==> src/rtl/lsu_store_buffer.sv <==
// Load/store unit with a posted store buffer in front of a combinational-read data memory.
// Define LSU_FORWARD_EN for store-to-load forwarding; otherwise loads that hit the buffer stall until drained.
module lsu_store_buffer #(
    parameter int DEPTH = 4,
    parameter int AW    = 8,
    parameter int DW    = 8
) (
    input  logic          clk,
    input  logic          reset,
    input  logic          req_valid,
    input  logic          req_write,
    input  logic [AW-1:0] req_addr,
    input  logic [DW-1:0] req_wdata,
    output logic          req_ready,
    output logic          rsp_valid,
    output logic [DW-1:0] rsp_rdata,
    input  logic          flush,
    output logic          flush_done,
    output logic          empty,
    output logic          mem_write_en,
    output logic [AW-1:0] mem_address,
    output logic [DW-1:0] mem_data_in,
    input  logic [DW-1:0] mem_data_out
);

    localparam int PW = $clog2(DEPTH);

    typedef enum logic {RUN, FLUSH} state_t;

    state_t        state, state_nxt;
    logic [AW-1:0] buf_addr [DEPTH];
    logic [DW-1:0] buf_data [DEPTH];
    logic [PW-1:0] head, tail, idx;
    logic [PW:0]   count, count_nxt;
    logic          hit, load_block, load_acc, store_acc, drain;
    logic          flush_done_nxt;
    logic [DW-1:0] rd_sel;
`ifdef LSU_FORWARD_EN
    logic [DW-1:0] fwd_data;
`endif

    // Walk oldest to youngest so the last match seen is the youngest entry.
    always_comb begin
        hit = 1'b0;
        idx = head;
`ifdef LSU_FORWARD_EN
        fwd_data = '0;
`endif
        for (int k = 0; k < DEPTH; k++) begin
            idx = head + PW'(k);
            if (((PW+1)'(k) < count) && (buf_addr[idx] == req_addr)) begin
                hit = 1'b1;
`ifdef LSU_FORWARD_EN
                fwd_data = buf_data[idx];
`endif
            end
        end
    end

`ifdef LSU_FORWARD_EN
    assign load_block = 1'b0;
    assign rd_sel     = hit ? fwd_data : mem_data_out;
`else
    assign load_block = !req_write && hit;
    assign rd_sel     = mem_data_out;
`endif

    // Full stalls loads too, so a full buffer always drains on the next cycle.
    assign req_ready = (state == RUN) && (count != (PW+1)'(DEPTH)) && !load_block;
    assign load_acc  = req_valid && req_ready && !req_write;
    assign store_acc = req_valid && req_ready && req_write;
    assign drain     = (count != '0) && !load_acc;
    assign count_nxt = count + (PW+1)'(store_acc) - (PW+1)'(drain);

    assign empty        = (count == '0);
    assign mem_write_en = drain;
    assign mem_address  = load_acc ? req_addr : buf_addr[head];
    assign mem_data_in  = buf_data[head];

    always_comb begin
        state_nxt      = state;
        flush_done_nxt = 1'b0;
        case (state)
            RUN: begin
                if (flush) state_nxt = FLUSH;
            end
            FLUSH: begin
                if (count_nxt == '0) begin
                    state_nxt      = RUN;
                    flush_done_nxt = 1'b1;
                end
            end
            default: state_nxt = RUN;
        endcase
    end

    always_ff @(posedge clk or posedge reset) begin
        if (reset) begin
            state      <= RUN;
            head       <= '0;
            tail       <= '0;
            count      <= '0;
            rsp_valid  <= 1'b0;
            rsp_rdata  <= '0;
            flush_done <= 1'b0;
        end else begin
            state      <= state_nxt;
            count      <= count_nxt;
            flush_done <= flush_done_nxt;
            rsp_valid  <= load_acc;
            if (load_acc) rsp_rdata <= rd_sel;
            if (drain) head <= head + 1'b1;
            if (store_acc) tail <= tail + 1'b1;
        end
    end

    // Entry payload needs no reset: count gates every use of it.
    always_ff @(posedge clk) begin
        if (store_acc) begin
            buf_addr[tail] <= req_addr;
            buf_data[tail] <= req_wdata;
        end
    end

endmodule

==> config.mk <==
export PLATFORM = sky130hd
export DESIGN_NAME = lsu_store_buffer
export DESIGN_NICKNAME = d
export VERILOG_FILES = /design/src/rtl/lsu_store_buffer.sv
export SDC_FILE = /design/constraint.sdc
export NUM_CORES = 1
export LEC_CHECK = 0
export ABC_AREA = 1
export CORE_UTILIZATION = 56
export DETAILED_ROUTE_END_ITERATION = 16
export HOLD_SLACK_MARGIN = 0.1
export PLACE_DENSITY = 0.77
export SYNTH_ARGS = -nofsm -noshare
export SYNTH_HDL_FRONTEND = slang
export SYNTH_SLANG_ARGS = --single-unit
export TNS_END_PERCENT = 50
==> constraint.sdc <==
create_clock -name clk -period 3.83 [get_ports clk]
set_clock_uncertainty 0.05 [all_clocks]
set_input_delay 0.5745 -clock clk [delete_from_list [all_inputs] [get_ports clk]]
set_output_delay 0.5745 -clock clk [all_outputs]
set_load 0.05 [all_outputs]
# [Yosys cells after proc, flatten, opt, wreduce, memory -nomap -nowiden]
# Memory sizes are Yosys's and may differ from the RTL's.
# Index checks and enable logic that the tools add are counted.
[classes] n_addsub=6 magnitude_cmp=4 eq_ne=5 muxes=12 bitwise=1 reduce_logical=17
[op_table] op="$eq A8 B8 Y1" n=4
[op_table] op="$logic_and A1 B1 Y1" n=11
[op_table] op="$mux W1" n=10
[op_table] op="$mux W8" n=1
[op_table] op="$logic_not A3 Y1" n=2
[op_table] op="$lt A1 B3 Y1 const A" n=2
[op_table] op="$lt A2 B3 Y1 const A" n=2
[op_table] op="$add A2 B1 Y2 const B" n=2
[op_table] op="$add A2 B2 Y2 const B" n=2
[op_table] op="$add A3 B1 Y3" n=1
[op_table] op="$logic_not A1 Y1" n=3
[op_table] op="$ne A3 B3 Y1 const B" n=1
[op_table] op="$reduce_bool A3 Y1" n=1
[op_table] op="$sub A3 B1 Y3" n=1
[op_table] op="$pmux W1 S2" n=1
[op_table] op="$not A1 Y1" n=1
[totals] register_bits=18 ramBits=64 out_inout_bits=29 n_memories=2
[memory_table] memory="buf_addr" depth=4 word_bits=8 read_ports=4 rd_clocked_by_memory_dff=0 wr=1 line_no="31" rtl="logic [AW-1:0] buf_addr [DEPTH];"
[memory_table] memory="buf_data" depth=4 word_bits=8 read_ports=1 rd_clocked_by_memory_dff=0 wr=1 line_no="32" rtl="logic [DW-1:0] buf_data [DEPTH];"

# [Longest topological paths before layout]
# Gate-level depths: netlist of the first run.
# An unclocked memory read counts as a cell.
[depth] word_depth=18 ltp_mapped=25 ltp_nobuf=23

# [Least setup slack after synthesis of the first run]
# Ideal clock, no wire load.
[synth_timing] path_type="register to register" startpoint="register count[1]" endpoint="register state" setup_ps=131 arrival_ps=3581 t_required_ps=3649 setup_slack_ps=68 stages_incl_launch_ff=13 path_cell_list="dfrtp_1 > nor3_1 > inv_1 > nand2_1 > inv_1 > ha_1 > inv_1 > ha_1 > inv_1 > fa_1 > inv_1 > nor4b_1 > nor2_1"
[synth_between] elab_chain_cells=17
[synth_lines] element="start: declaration" line_no="34" rtl="logic [PW:0] count, count_nxt;"
[synth_lines] element="start signal: assignment" line_no="108" rtl="count <= count_nxt;"
[synth_lines] element="$lt A1 B3 Y1" line_no="51" rtl="if (((PW+1)'(k) < count) && (buf_addr[idx] == req_addr)) begin"
[synth_lines] element="$logic_and A1 B1 Y1" line_no="51"
[synth_lines] element="$mux W1 (4 in a row)" line_no="51"
[synth_lines] element="$logic_and A1 B1 Y1" line_no="64" rtl="assign load_block = !req_write && hit;"
[synth_lines] element="$logic_not A1 Y1" line_no="69" rtl="assign req_ready = (state == RUN) && (count != (PW+1)'(DEPTH)) && !load_block;"
[synth_lines] element="$logic_and A1 B1 Y1" line_no="69"
[synth_lines] element="$logic_and A1 B1 Y1 (2 in a row)" line_no="70" rtl="assign load_acc = req_valid && req_ready && !req_write;"
[synth_lines] element="$logic_not A1 Y1" line_no="72" rtl="assign drain = (count != '0) && !load_acc;"
[synth_lines] element="$logic_and A1 B1 Y1 (*)" line_no="72"
[synth_lines] element="via mem_write_en" line_no="20" rtl="output logic mem_write_en,"
[synth_lines] element="$sub A3 B1 Y3 (*)" line_no="73" rtl="assign count_nxt = count + (PW+1)'(store_acc) - (PW+1)'(drain);"
[synth_lines] element="via count_nxt[1]" line_no="34"
[synth_lines] element="$logic_not A3 Y1 (*)" line_no="88" rtl="if (count_nxt == '0) begin"
[synth_lines] element="$mux W1 (*)" line_no="88"
[synth_lines] element="$pmux W1 S2 (*)" line_no="83" rtl="case (state)"
[synth_lines] element="via state_nxt" line_no="30" rtl="state_t state, state_nxt;"
[synth_lines] element="end signal: assignment" line_no="107" rtl="state <= state_nxt;"
[synth_lines] element="end: declaration" line_no="30"
# The timed path passes the listed nets; every way through them passes the cells marked *.
# A chain may end at the register's enable or synchronous reset.

# [Worst setup path in the final report of the first run]
[layout_timing] startpoint="register head[0]" endpoint="register state"
[layout_between] elab_chain_cells=18
[layout_lines] element="start: declaration" line_no="33" rtl="logic [PW-1:0] head, tail, idx;"
[layout_lines] element="start signal: assignment" line_no="112" rtl="if (drain) head <= head + 1'b1;"
[layout_lines] element="$add A2 B1 Y2 or $mem_v2 Z4 W8 (tied branches)"
[layout_lines] element="$mem_v2 Z4 W8 (*)"
[layout_lines] element="$eq A8 B8 Y1 or $logic_and A1 B1 Y1 (tied branches)" line_no="51"
[layout_lines] element="$logic_and A1 B1 Y1 or $mux W1 (tied branches)" line_no="51"
[layout_lines] element="$mux W1 (2 in a row)" line_no="51"
[layout_lines] element="$mux W1 (*)" line_no="51"
[layout_lines] element="$logic_and A1 B1 Y1 (*)" line_no="64"
[layout_lines] element="$logic_not A1 Y1 (*)" line_no="69"
[layout_lines] element="$logic_and A1 B1 Y1 (*)" line_no="69"
[layout_lines] element="$logic_and A1 B1 Y1 (*)" line_no="70, 71"
[layout_lines] element="parallel branches: the longest is 3 deep, another holds $add A3 B1 Y3"
[layout_lines] element="$sub A3 B1 Y3 (*)" line_no="73"
[layout_lines] element="via count_nxt[2]" line_no="34"
[layout_lines] element="$logic_not A3 Y1 (*)" line_no="88"
[layout_lines] element="$mux W1 (*)" line_no="88"
[layout_lines] element="$pmux W1 S2 (*)" line_no="83"
[layout_lines] element="via state_nxt" line_no="30"
# Mark *: on every way through the listed nets, which the timed path passes.

==> flow_summary_export.csv, run 1 <==
group,metric,value,unit
pwr,seqPwrFrac,22.6,%
synth,ys_types,34,
critical_path,r2r_slack,0.30,ns
floorplanning,die_height,94.8,um
placement,dpl_worst_slack,-0.0810,ns
timing,finalSetupViolCount,0,
min_path,hold_class,"reg2reg",
critical_path,crit_type,"reg2reg",
timing,holdWs,0.445,ns
pwr,comb_power_share,65.8,%
floorplanning,start_util,58.4,%
routing,ant_nets,0,
critical_path,endpoint_kind,"flop",
cts,cts_max_path_buffers,2,
critical_path,critPathLaunchType,"flop",
cts,cts_hold_repair.buffers,0,
layout,final_area,5900,um2
layout,utilization,71.5,%
layout,fin_nets,710,
critical_path,crit_fanout,25,
global_routing,grt_max_degree,28,
synth,synth_fp_nets,631,
pwr,intPower,2500,uW
timing,report.final.slew_viol_count,0,
global_routing,grt_pass1_wl,19400,um
critical_path,r2r_end,"state",
pwr,p_sw_share,51.5,%
synth,synth_warnings,0,
timing,hold_viol,0,
global_routing,grt_use_total,29.1,%
timing,clock.fmax,283,MHz
min_path,min_from,"rsp_rdata[5]",
layout,drive_gt1_share,13.4,%
pwr,p_clk_share,11.6,%
synth,yosysSeqAreaShare,49.2,%
floorplanning,row_count,33,
placement,place_area,5650,um2
cts,clkLatencyLatePin,0.35,ns
synth,ys_ff_latch,82,
min_path,holdPathStages,2,
cts,clock_sinks,82,
timing,fin_ws,0.299,ns
routing,routed_wl,12500,um
global_routing,grt_pass1_vias,4094,
pwr,ir_drop,556,uV
pwr,p_per_area,875,nW/um2
floorplanning,ios,58,
cts,h-tree-depth,3,
timing,fin_crit_sh,92.2,%
layout,finalNonFillerCells,782,
critical_path,reg2reg_depth,23,
synth,synth_top_area_share,39.9,%
placement,place_congestion,0.952,
critical_path,timing.critical_path.arrival,3.72,ns
routing,initialDrtViolationCount,334,
placement,port_buffers,57,
global_routing,grt_overflow,0,
cts,tritoncts,"yes",
placement,dp_hpwl,8940,um
synth,syn_inst,593,
floorplanning,die_x,94.8,um
routing,vias,4344,
timing,finalCriticalPeriod,3.53,ns
routing,routed_via_density,5.55,
routing,wl_per_cell,16.0,um
cts,clk_pin_slew,0.09,ns
placement,placed_cells,763,
floorplanning,dieArea,8980,um2
layout,num_antenna_cells,0,
global_routing,antenna_found_initial,0,
layout,fillers,664,
routing,drc_errors,0,
timing,max_slew_margin,53.2,%
synth,yosysTopAreaCell,"edfxtp_1",
pwr,power.leakage,0.00274,uW
layout,syn2layout_area_growth,22.4,%
routing,dr.pass1.iters,5,
synth,synth_area,4820,um2
synth,syn_area_per_cell,8.13,um2
critical_path,cp_data_required_time,4.02,ns
critical_path,worstReg2RegStart,"head[0]",
floorplanning,core_area,8260,um2
min_path,min_to,"rsp_rdata[5]",
synth,synth_area_leaders,"edfxtp_1 40%, nand2_1 19%, nand3_1 9.9%",
run_status,status,"finished, final reports clean",
cts,cts_root_buf,"clkbuf_8",
cts,cts_buffers,9,
pwr,switchingPower,2660,uW
job,maxCapViolations,0,
timing,tightest_slew,0.701,ns
==> cells in the mapped netlist <==
cell type  number
nor2_1         32
inv_1          45
buf_4           1
and3_1          2
nand4_2         1
nor3_1          2
buf_6          11
o21ai_2         9
inv_6           1
inv_4           1
dfrtp_1        18
nor4b_1         1
buf_1           1
fa_1            1
o21ai_1         3
edfxtp_1       64
nand3_2         2
buf_2           5
and2_1          1
nand3_1        95
inv_2           2
a31oi_1         1
xor2_1          4
nand4_1         5
nand4_4         1
and2_4          1
nor2_2          1
o21ai_0         2
ha_1            8
nand2_4         2
nand2_1       246
a21oi_1         6
a22oi_1         8
nand2_2        10
==> worst max-delay path by stage <==
| stage | end | startpoint | cells after the start |
|---|---|---|---|
| floorplan | state | count[1] | 12 |
| global placement | state | req_addr[7] | 19 |
| detailed placement | state | req_addr[7] | 19 |
| CTS | state | head[0] | 24 |
| global route | state | head[0] | 22 |
| finish | state | head[0] | 23 |
==> kinds of logic (layout without fill, tap and decap cells) <==
group | Yosys count | in the layout | synth area share [%]
adder cells (fa/ha/maj) | 9 | 9 | 2.49
buffers and inverters | 67 | 150 | 7.29
AND/OR/NAND/NOR | 402 | 403 | 36.1
XOR/XNOR | 4 | 4 | 0.727
flip-flops | 82 | 82 | 49.2
AO/OA/AOI/OAI | 29 | 29 | 4.15
==> power groups by stage <==
stage | clock (uW) | sequential [uW] | combinational, uW
after floorplan | 0 | 1290 | 2170
after global placement | 0 | 1170 | 3200
after detailed placement | 0 | 1170 | 3260
after CTS | 612 | 1160 | 3280
after global routing | 646 | 1180 | 3670
final | 601 | 1160 | 3400
==> sequential cells by signal (all words and copies together), names as in the netlist <==
signal and count:
state 1, tail 2, flush_done 1, buf_data 32
head 2, count 3, rsp_rdata 8, buf_addr 32
rsp_valid 1
==> critical path: stages (launching register included) <==
cell     delay [ns]
dfrtp_2        0.49
buf_6          0.20
nand2_1        0.09
nand3_1        0.13
nand2_1        0.10
nand2_1        0.09
o21ai_1        0.12
inv_1          0.06
nand2_1        0.06
nor2_1         0.05
nand3_1        0.06
nand2_1        0.08
nor2_4         0.14
nand4_4        0.08
nand2_1        0.10
inv_1          0.06
ha_1           0.29
inv_1          0.06
ha_1           0.13
inv_1          0.05
fa_1           0.37
xor2_1         0.19
nor4b_2        0.30
nor2_1         0.06
==> cell usage in the layout, fill, tap and decap left out, drive strengths merged, types with 8 or more instances in the layout <==
cell	n
nor2	33
nand3	97
nand2	259
buf	37
o21ai	14
clkdlybuf4s50	47
ha	8
a22oi	8
inv	54
dfrtp	18
edfxtp	64
clkbuf	10
==> metrics by stage <==
step / total power [uW] / TNS (ns)
final: 5160 / 0
after global routing: 5500 / -0.0205
after CTS: 5040 / 0
after detailed placement: 4440 / -0.102
after global placement: 4380 / -0.0440
after floorplan: 3460 / 0
==> per-layer routing <==
metal  global-route usage, %  share of wire [%]  up-vias
li1                        -                  -     2112
met1                    37.6                 42     2031
met2                    47.7                 49      176
met3                    4.43                6.8       25
met4                    14.1                2.5        0
met5                       0                  0        -
==> cell type report <==
class | instances | area (um2) | area share, %
repair inverters | 1 | 6.26 | 0.106
multi-input cells | 445 | 2140 | 36.2
inverters | 49 | 196 | 3.33
flip-flops and latches | 82 | 2370 | 40.2
clock buffers | 10 | 128 | 2.16
clock inverters | 6 | 57.6 | 0.975
well taps | 105 | 131 | 2.23
repair buffers | 84 | 872 | 14.8
==> what timing repair did <==
action | in CTS | in global routing
hold endpoints to repair | 0 | 0
endpoints found under the setup margin | 0 | 6
resized for setup | 0 | 16
setup buffers | 0 | 1
Note: power is estimated with default switching activity, not from simulation.
==> inputs of run 2 (changes only) <==
--- a/config.mk
+++ b/config.mk
@@ -8,6 +8,7 @@
 export ABC_AREA = 1
 export CORE_UTILIZATION = 56
 export DETAILED_ROUTE_END_ITERATION = 16
+export GPL_TIMING_DRIVEN = 1
 export HOLD_SLACK_MARGIN = 0.1
 export PLACE_DENSITY = 0.77
 export SYNTH_ARGS = -nofsm -noshare
==> results of run 2 <==
Final layout, timing and power as in run 1 (identical DEF).
